## config.mk

```make
export PLATFORM = sky130hd
export DESIGN_NAME = vault_phase_sequencer
export DESIGN_NICKNAME = d
export VERILOG_FILES = /design/src/rtl/vault_phase_sequencer.sv
export SDC_FILE = /design/constraint.sdc
export NUM_CORES = 1
export LEC_CHECK = 0
export CELL_PAD_IN_SITES_DETAIL_PLACEMENT = 0
export CELL_PAD_IN_SITES_GLOBAL_PLACEMENT = 1
export CORE_ASPECT_RATIO = 1.2
export CORE_MARGIN = 2
export CORE_UTILIZATION = 40
export DETAILED_ROUTE_END_ITERATION = 8
export GPL_TIMING_DRIVEN = 0
export PLACE_DENSITY_LB_ADDON = 0.1
export SETUP_SLACK_MARGIN = 0.05
export SYNTH_ARGS = -nofsm -noshare
export SYNTH_HDL_FRONTEND = slang
export SYNTH_SLANG_ARGS = --single-unit
```

## constraint.sdc

```tcl
create_clock -name clk -period 6 [get_ports clk]
set_input_delay 0.9 -clock clk [delete_from_list [all_inputs] [get_ports clk]]
set_output_delay 0.9 -clock clk [all_outputs]
set_load 0.03 [all_outputs]
```

## src/rtl/vault_phase_sequencer.sv

```systemverilog
// vault_phase_sequencer
//
// Phase controller for the vault puzzle chain. Arms one puzzle phase at a time.
// Each phase gets a one-cycle clear pulse and is then enabled. The controller
// advances on that phase's done pulse. A fail or a per-phase timeout either
// retries the phase or rolls back to ROLLBACK_PHASE. Too many failures in one
// run force a timed lockout.
//
// Ports:
//   clk          rising-edge clock
//   reset        synchronous, active-high reset
//   start        begin / restart the sequence from phase 0
//   abort        return to idle (ignored during lockout, wins over start)
//   phase_done   per-phase done pulses (only the active bit is examined)
//   phase_fail   per-phase fail pulses (only the active bit is examined)
//   phase_en     one-hot enable of the running phase
//   phase_clear  one-cycle clear pulse to the phase about to be armed
//   cur_phase    active or target phase index
//   fail_count   failures (fails + timeouts) in the current run
//   timed_out    one-cycle pulse after a timeout is taken
//   all_done     high while the whole chain is complete
//   locked_out   high while in lockout
module vault_phase_sequencer #(
  parameter int unsigned NUM_PHASES     = 5,
  parameter int unsigned ROLLBACK_PHASE = 1,
  parameter int unsigned ROLLBACK_FROM  = 2,
  parameter int unsigned MAX_FAILS      = 3,
  parameter int unsigned TIMEOUT        = 64,
  parameter int unsigned LOCKOUT_CYCLES = 256,
  localparam int unsigned PhaseW = (NUM_PHASES > 1) ? $clog2(NUM_PHASES) : 1,
  localparam int unsigned FailW  = (MAX_FAILS > 0) ? $clog2(MAX_FAILS + 1) : 1
) (
  input  logic                  clk,
  input  logic                  reset,
  input  logic                  start,
  input  logic                  abort,
  input  logic [NUM_PHASES-1:0] phase_done,
  input  logic [NUM_PHASES-1:0] phase_fail,
  output logic [NUM_PHASES-1:0] phase_en,
  output logic [NUM_PHASES-1:0] phase_clear,
  output logic [PhaseW-1:0]     cur_phase,
  output logic [FailW-1:0]      fail_count,
  output logic                  timed_out,
  output logic                  all_done,
  output logic                  locked_out
);

  localparam int unsigned TimerW = (TIMEOUT > 0) ? $clog2(TIMEOUT + 1) : 1;
  localparam int unsigned LockW  = (LOCKOUT_CYCLES > 1) ? $clog2(LOCKOUT_CYCLES) : 1;

  localparam logic [TimerW-1:0] TimerLast = TimerW'((TIMEOUT > 0) ? TIMEOUT - 1 : 0);
  localparam logic [LockW-1:0]  LockLast  = LockW'((LOCKOUT_CYCLES > 0) ? LOCKOUT_CYCLES - 1 : 0);
  localparam logic [FailW-1:0]  FailMax   = FailW'(MAX_FAILS);

  typedef enum logic [2:0] {
    StIdle,
    StClear,
    StRun,
    StDone,
    StLockout
  } state_e;

  state_e                state_q, state_d;
  logic [PhaseW-1:0]     cur_phase_q, cur_phase_d;
  logic [FailW-1:0]      fail_count_q, fail_count_d;
  logic [TimerW-1:0]     timer_q, timer_d;
  logic [LockW-1:0]      lock_cnt_q, lock_cnt_d;
  logic [NUM_PHASES-1:0] phase_en_q, phase_en_d;
  logic [NUM_PHASES-1:0] phase_clear_q, phase_clear_d;
  logic                  timed_out_q, timed_out_d;
  logic                  all_done_q, all_done_d;
  logic                  locked_out_q, locked_out_d;

  logic                  evt_done, evt_fail, timer_hit, timeout_take;
  logic [FailW-1:0]      fail_next;

  // Only the active phase's pulses matter.
  assign evt_done  = phase_done[cur_phase_q];
  assign evt_fail  = phase_fail[cur_phase_q];
  assign timer_hit = (TIMEOUT != 0) && (timer_q == TimerLast);
  assign fail_next = (fail_count_q >= FailMax) ? fail_count_q : fail_count_q + 1'b1;

  // State register
  always_ff @(posedge clk) begin
    if (reset) begin
      state_q       <= StIdle;
      cur_phase_q   <= '0;
      fail_count_q  <= '0;
      timer_q       <= '0;
      lock_cnt_q    <= '0;
      phase_en_q    <= '0;
      phase_clear_q <= '0;
      timed_out_q   <= 1'b0;
      all_done_q    <= 1'b0;
      locked_out_q  <= 1'b0;
    end else begin
      state_q       <= state_d;
      cur_phase_q   <= cur_phase_d;
      fail_count_q  <= fail_count_d;
      timer_q       <= timer_d;
      lock_cnt_q    <= lock_cnt_d;
      phase_en_q    <= phase_en_d;
      phase_clear_q <= phase_clear_d;
      timed_out_q   <= timed_out_d;
      all_done_q    <= all_done_d;
      locked_out_q  <= locked_out_d;
    end
  end

  // Next-state logic. Priority: abort > start > fail > done > timeout.
  always_comb begin
    state_d      = state_q;
    cur_phase_d  = cur_phase_q;
    fail_count_d = fail_count_q;
    timer_d      = '0;
    lock_cnt_d   = '0;
    timeout_take = 1'b0;

    unique case (state_q)
      StIdle: begin
        if (!abort && start) begin
          state_d      = StClear;
          cur_phase_d  = '0;
          fail_count_d = '0;
        end
      end

      StClear, StRun, StDone: begin
        if (abort) begin
          state_d = StIdle;
        end else if (start) begin
          state_d      = StClear;
          cur_phase_d  = '0;
          fail_count_d = '0;
        end else if (state_q == StClear) begin
          state_d = StRun;
        end else if (state_q == StRun) begin
          if (evt_fail || (!evt_done && timer_hit)) begin
            timeout_take = !evt_fail;
            fail_count_d = fail_next;
            if (fail_next == FailMax) begin
              state_d = StLockout;
            end else begin
              state_d = StClear;
              if (32'(cur_phase_q) >= ROLLBACK_FROM) begin
                cur_phase_d = PhaseW'(ROLLBACK_PHASE);
              end
            end
          end else if (evt_done) begin
            if (32'(cur_phase_q) == NUM_PHASES - 1) begin
              state_d = StDone;
            end else begin
              state_d     = StClear;
              cur_phase_d = cur_phase_q + 1'b1;
            end
          end else begin
            timer_d = timer_q + 1'b1;
          end
        end
      end

      StLockout: begin
        // Counter starts at 0 on entry, so the state lasts LOCKOUT_CYCLES cycles.
        if (lock_cnt_q == LockLast) begin
          state_d = StIdle;
        end else begin
          lock_cnt_d = lock_cnt_q + 1'b1;
        end
      end

      default: state_d = StIdle;
    endcase
  end

  // Output decode from the next state; every output leaves through a register.
  always_comb begin
    phase_en_d    = '0;
    phase_clear_d = '0;
    if (state_d == StRun) begin
      phase_en_d = NUM_PHASES'(1) << cur_phase_d;
    end
    if (state_d == StClear) begin
      phase_clear_d = NUM_PHASES'(1) << cur_phase_d;
    end
    timed_out_d  = timeout_take;
    all_done_d   = (state_d == StDone);
    locked_out_d = (state_d == StLockout);
  end

  assign phase_en    = phase_en_q;
  assign phase_clear = phase_clear_q;
  assign cur_phase   = cur_phase_q;
  assign fail_count  = fail_count_q;
  assign timed_out   = timed_out_q;
  assign all_done    = all_done_q;
  assign locked_out  = locked_out_q;

endmodule

```

==> impl_metrics.tcl, run 1 <==
set metrics [dict create \
    diodes 0 \
    yosysTopAreaCell "dfxtp_1" \
    nFillCells 409 \
    cts.sinks 36 \
    fp.dieH_um 77.06 \
    cp-start-kind "primary input" \
    synth_fp_nets 216 \
    synth_cell_type_count 56 \
    grt_max_degree 13 \
    timing.rr.start "cur_phase[0]" \
    drv_slew 0 \
    seqPwrFrac_pct 50.3 \
    r2r-end "phase_en[2]" \
    grtUsageTotal_pct 17.81 \
    crit_end "phase_en[2]" \
    clock_tree.buffer_depth 2 \
    p_leak_nw 0.7948 \
    power_density_nw_per_um2 211.3 \
    viasPerCell 5.236 \
    r2r_setup_slack_ps 3270 \
    worstSkewPairLatency_ps 280 \
    cts_tree "built" \
    seq_area_frac_synth_pct 40.51 \
    whs_ps 460.4 \
    max-slew-margin-rel_pct 48.01 \
    top_layer "met4" \
    nNetsFinal 253 \
    crit_type "primary input to flop" \
    p_int_mw 0.3761 \
    hold_path_class "flop to flop" \
    htree_levels 2 \
    final.setup.tns_ps 0 \
    cts-resized-gates 0 \
    dr_wl_met3_um 147 \
    netlist_instances 198 \
    crit_arrival_ps 3390 \
    ys_ff_latch 36 \
    vias 1529 \
    grt_pass1_wl_um 6982 \
    routabilityCongestion 0.8605 \
    slowest_stage "a222oi_1" \
    outcome "completed" \
    design_area_um2 2261 \
    path_clk_slew_ps 80 \
    rsz0062_at_grt "no" \
    dp_hpwl_um 3243 \
    avgSynthCellArea_um2 8.986 \
    layout_common_cells "38 x nor2_1, 36 x dfxtp_1, 30 x clkdlybuf4s50_1, 10 x nand2_1" \
    num_rows 26 \
    setup_violations 0 \
    synthesis.area_um2 1779 \
    avgRoutedWirePerCell_um 14.19 \
    yosys_warnings 0 \
    io_buffers 30 \
    globalRouteOverflowTotal 0 \
    max_freq_mhz 316.2 \
    endpoint_kind "flop" \
    finalWorstSetupSlack_ps 2837 \
    critPathMaxStageDelay_ps 700 \
    area_delta_synth_final_pct 27.07 \
    layout-drive-gt1-share_pct 8.898 \
    hold_buffers 0 \
    crit_start "phase_done[1]" \
    synth_area_leaders "dfxtp_1 41%, nor2_1 8.0%, xor2_1 3.0%" \
    fin_skew_ps 8.147 \
    antenna_found_initial 0 \
    routed_wirelength_um 4143 \
    die-area_um2 5000 \
    start_util_pct 41.75 \
    p_comb_share_pct 5.9 \
    placed_cell_area_um2 2150 \
    dp_slack_ps 2631 \
    layout_commonest_cell "nor2_1" \
    io_pins 32 \
    switching_share_pct 21.28 \
    root_buffer "clkbuf_8" \
    timing.final.crit_share_pct 52.72 \
    crit_chain "clkdlybuf4s50_1, mux2_1, a222oi_1, a311oi_1, nor4_1, nand3_1, nor2_1" \
    r2r_cells 7 \
    drcViolationCount 0 \
    drt-met1-wl_um 1814 \
    synth-async-reset-ratio_pct 0 \
    path_max_fanout 3 \
    cts-buffers-inserted 5 \
    coreArea_um2 4262 \
    drt_first_pass_iters 4 \
    final_hold_viol_count 0 \
    synth_ff_type "dfxtp_1" \
    route.met2.wl_um 2126 \
    tightestPinTransition_ps 779.8 \
    maxCapViolations 0 \
    peakVddDrop_v 0.0001702 \
    drtIter0Drc 69 \
    fp.dieW_um 64.88 \
    synth-edff-count 0 \
    p_sw_mw 0.1017 \
    first_global_vias 1555 \
    synth_top_area_share_pct 40.51 \
    min_period_ps 3163 \
    power.share.clock_pct 43.8 \
    ant_nets 0 \
    cp.required_ps 6220 \
    postCtsSetupBuffers 0 \
]
power by group through the flow:
stage / Sequential [mW] / Combinational, mW / Clock (mW)
floorplan: 0.246 / 0.0144 / 0
global placement: 0.246 / 0.0276 / 0
detailed placement: 0.246 / 0.0278 / 0
CTS: 0.240 / 0.0281 / 0.217
global route: 0.240 / 0.0303 / 0.230
finish: 0.240 / 0.0283 / 0.209
worst max-delay path: cells and delay by family:
kind	cells	cell delay [ps]
AOI/OAI and AO/OA	2	1010
buffers and inverters	1	400
muxes	1	320
and+or+nand+nor	3	750
final cells by class:
type / count / area, um2 / share of cell area [%]
inverter: 9 / 33.78 / 1.494
sequential: 36 / 720.7 / 31.88
buffer: 8 / 45.04 / 1.992
clock buffer: 5 / 68.82 / 3.044
multi-input combinational: 145 / 979.7 / 43.33
timing repair buffer: 30 / 300.3 / 13.28
tap: 56 / 70.07 / 3.099
clock inverter: 3 / 42.54 / 1.882
state kept, by name, summed over array words and instances (netlist names):
| register | cells |
|---|---|
| all_done | 1 |
| fail_count | 2 |
| locked_out | 1 |
| phase_clear | 5 |
| timer_q | 7 |
| lock_cnt_q | 8 |
| phase_en | 5 |
| state_q | 3 |
| cur_phase | 3 |
| timed_out | 1 |
worst min-delay path by stage:
stage	start	to	slack [ps]	cells past startpoint
floorplan	timer_q[0]	timer_q[0]	420	1
global placement	timer_q[0]	timer_q[0]	430	1
detailed placement	timer_q[0]	timer_q[0]	450	1
CTS	timer_q[0]	timer_q[0]	460	1
global route	timer_q[0]	timer_q[0]	470	1
finish	timer_q[0]	timer_q[0]	460	1
per-layer routing:
| layer | global-route usage (%) | vias to the layer above |
|---|---|---|
| met1 | 22.03 | 717 |
| met4 | 6.383 | 0 |
| met2 | 30.10 | 35 |
| met3 | 3.812 | 6 |
| li1 | - | 771 |
| met5 | 0 | - |
cell usage after synthesis (all sizes together) (2+ instances only):
library cell  number
xnor2              4
a31oi              2
ha                 4
and2               7
or3                4
xor2               6
buf                3
o21ai              4
nor3b              2
mux2               2
a211oi             2
o211a              2
dfxtp             36
nor2              38
nand3              9
or2                2
mux2i              3
inv                9
nand2             10
a21oi              7
nand3b             2
a2111oi            2
o32ai              2
clkbuf             5
nor2b              3
nor3               3
o211ai             3
nand4              3
per-stage QoR:
stage	instances	utilization [%]	power, mW
after floorplan	198	-	0.2608
after global placement	284	50.44	0.2733
after detailed placement	284	50.44	0.2735
after CTS	292	53.05	0.4855
after global routing	292	53.05	0.5002
final	292	53.05	0.4778
cell families (layout without fill, tap and decap cells):
family,after synthesis,after routing,synth area share (%)
AND/OR/NAND/NOR,90,90,26.65
AO/OA/AOI/OAI,36,36,17.51
flip-flops,36,36,40.51
buffers and inverters,17,55,4.430
XOR/XNOR,10,10,4.922
multiplexers,5,5,3.164
adder cells (fa/ha/maj),4,4,2.813
(Power assumes the default switching activity.)
==> run 2, diff against run 1 <==
--- a/config.mk
+++ b/config.mk
@@ -9,7 +9,7 @@
 export CELL_PAD_IN_SITES_GLOBAL_PLACEMENT = 1
 export CORE_ASPECT_RATIO = 1.2
 export CORE_MARGIN = 2
-export CORE_UTILIZATION = 40
+export CORE_UTILIZATION = 39
 export DETAILED_ROUTE_END_ITERATION = 8
 export GPL_TIMING_DRIVEN = 0
 export PLACE_DENSITY_LB_ADDON = 0.1
==> constraint.sdc (replaced) <==
create_clock -name clk -period 3.1 [get_ports clk]
set_input_delay 0.465 -clock clk [delete_from_list [all_inputs] [get_ports clk]]
set_output_delay 0.465 -clock clk [all_outputs]
set_load 0.03 [all_outputs]
==> run 2 against run 1 <==
Compared with the run above:
- wire length shrank 0.56%
- power is 80% higher
- global-route usage shrank 0.23 points
- clock power is 64% higher
- count of clock-buffer cells in the layout increased by 2
- setup slack worse by 2400 ps
- die area is 2.4% higher
- critical path depth grew 2
- largest cell class unchanged
==> impl_metrics.tcl, run 2 (same netlist as run 1, synthesis figures left out) <==
set metrics [dict create \
    cts.sinks 36 \
    drv_slew 0 \
    slowest_stage "or3_4" \
    timing.final.crit_share_pct 86.07 \
    path_clk_slew_ps 60 \
    cp.required_ps 3300 \
    p_int_mw 0.6880 \
    cts_tree "built" \
    seq_area_um2 720.7 \
    root_buffer "clkbuf_8" \
    diodes 0 \
    crit_chain "ha_1, nand3_1, or3_4, or3_1, buf_6, nor4b_4, o32ai_4, o311ai_1, nor3b_2" \
    die-area_um2 5121 \
    num_rows 26 \
    switching_share_pct 20.18 \
    outcome "completed" \
    path_max_fanout 8 \
    area_delta_synth_final_pct 26.23 \
    worstSkewPairLatency_ps 280 \
    max-slew-margin-rel_pct 48.96 \
    fin_skew_ps 5.940 \
    grt_max_degree 11 \
    hold_buffers 0 \
    avgRoutedWirePerCell_um 14.16 \
    nFillCells 435 \
    final.setup.tns_ps 0 \
    vias 1558 \
    top_register "lock_cnt_q" \
    globalRouteOverflowTotal 0 \
    drtIter0Drc 86 \
    fp.dieH_um 77.99 \
    multi_input_area_um2 979.7 \
    power.share.clock_pct 39.8 \
    min_period_ps 2668 \
    viasPerCell 5.354 \
    peakVddDrop_v 0.0003644 \
    layout-drive-gt1-share_pct 8.511 \
    antenna_found_initial 0 \
    placed_cell_area_um2 2150 \
    seqPwrFrac_pct 54.0 \
    grtUsageTotal_pct 17.58 \
    largest_reg_flops 8 \
    top_regs "lock_cnt_q (8), timer_q (7)" \
    drt_first_pass_iters 4 \
    routabilityCongestion 0.8822 \
    power_density_nw_per_um2 383.7 \
    setup_violations 0 \
    clock_tree.buffer_depth 2 \
    cp-start-kind "flop" \
    crit_arrival_ps 2870 \
    io_buffers 30 \
    maxCapViolations 0 \
    critPathMaxStageDelay_ps 430 \
    routed_wirelength_um 4120 \
    ant_nets 0 \
    postCtsSetupBuffers 0 \
    dp_hpwl_um 3283 \
    design_area_um2 2246 \
    layout_commonest_cell "nor2_1" \
    p_sw_mw 0.1739 \
    tightestPinTransition_ps 765.6 \
    p_comb_share_pct 6.2 \
    hold_path_class "flop to flop" \
    p_leak_nw 0.7910 \
    crit_type "flop to flop" \
    max_freq_mhz 374.8 \
    first_global_vias 1574 \
    grt_pass1_wl_um 7024 \
    cts-resized-gates 0 \
    coreArea_um2 4327 \
    rsz0062_at_grt "no" \
    layout_common_cells "38 x nor2_1, 36 x dfxtp_1, 30 x clkdlybuf4s50_1, 10 x nand2_1" \
    cts-buffers-inserted 5 \
    nNetsFinal 253 \
    drcViolationCount 0 \
    p_total_mw 0.8618 \
    endpoint_kind "flop" \
    fp.dieW_um 65.66 \
    start_util_pct 41.12 \
    htree_levels 2 \
    io_pins 32 \
    final_hold_viol_count 0 \
]
[run 2: cell count changes in the layout (fill, tap and decap cells not counted)]
| cell | previous run | this run |
|---|---|---|
| clkbuf_8 | 5 | 7 |
| clkinvlp_4 | 1 | 0 |
| bufinv_16 | 1 | 0 |
| clkinv_2 | 1 | 0 |
[run 2: layout make-up]
class                   count  area share (%)
clock buffers               7           4.290
repair buffers             30           13.37
inverters                   9           1.504
plain buffers               8           2.006
flip-flops and latches     36           32.09
multi-input cells         145           43.62
well taps                  56           3.120
[run 2: critical path, delay by kind of cell, from the launching register on]
family	cells	cell delay (ps)
AO/OA/AOI/OAI	2	620
adder cells (fa/ha/maj)	1	190
buffers and inverters	1	150
flip-flops	1	360
AND/OR/NAND/NOR	5	1280
[run 2: per-layer routing]
metal | track usage (%) | routed length [um]
met5 | 0 | 0
met4 | 6.042 | 74
met3 | 4.058 | 181
met2 | 30.20 | 2146
met1 | 21.14 | 1717
[run 2: worst paths after layout]
path,start,end,slack (ps),cells after the start
max,timer_q[0],phase_en[4],430,9
min,timer_q[0],timer_q[0],460,1
max reg2reg,timer_q[0],phase_en[4],430,9
min reg2reg,timer_q[0],timer_q[0],460,1
[run 2: through the flow]
stage	hold WS, ps	utilization [%]	std cells	setup slack [ps]
detailed placement	461.7	49.68	284	217.2
floorplan	417.9	-	198	542.1
global placement	428.3	49.68	284	227.1
finish	462.7	51.91	291	431.9
CTS	471.0	51.91	291	420.1
global route	492.7	51.91	291	217.9
[run 2: power groups by stage]
stage	sequential, mW	clock (mW)	combinational (mW)
after floorplan	0.477	0	0.0279
after global placement	0.476	0	0.0529
after detailed placement	0.476	0	0.0533
after CTS	0.465	0.360	0.0536
after global routing	0.465	0.389	0.0574
final	0.465	0.343	0.0534
==> run 3, diff against run 2 <==
--- a/config.mk
+++ b/config.mk
@@ -5,6 +5,7 @@
 export SDC_FILE = /design/constraint.sdc
 export NUM_CORES = 1
 export LEC_CHECK = 0
+export ABC_CLOCK_PERIOD_IN_PS = 3100
 export CELL_PAD_IN_SITES_DETAIL_PLACEMENT = 0
 export CELL_PAD_IN_SITES_GLOBAL_PLACEMENT = 1
 export CORE_ASPECT_RATIO = 1.2
==> results of run 3 <==
Same layout as run 2: the final DEF is identical, and so are final timing and power.
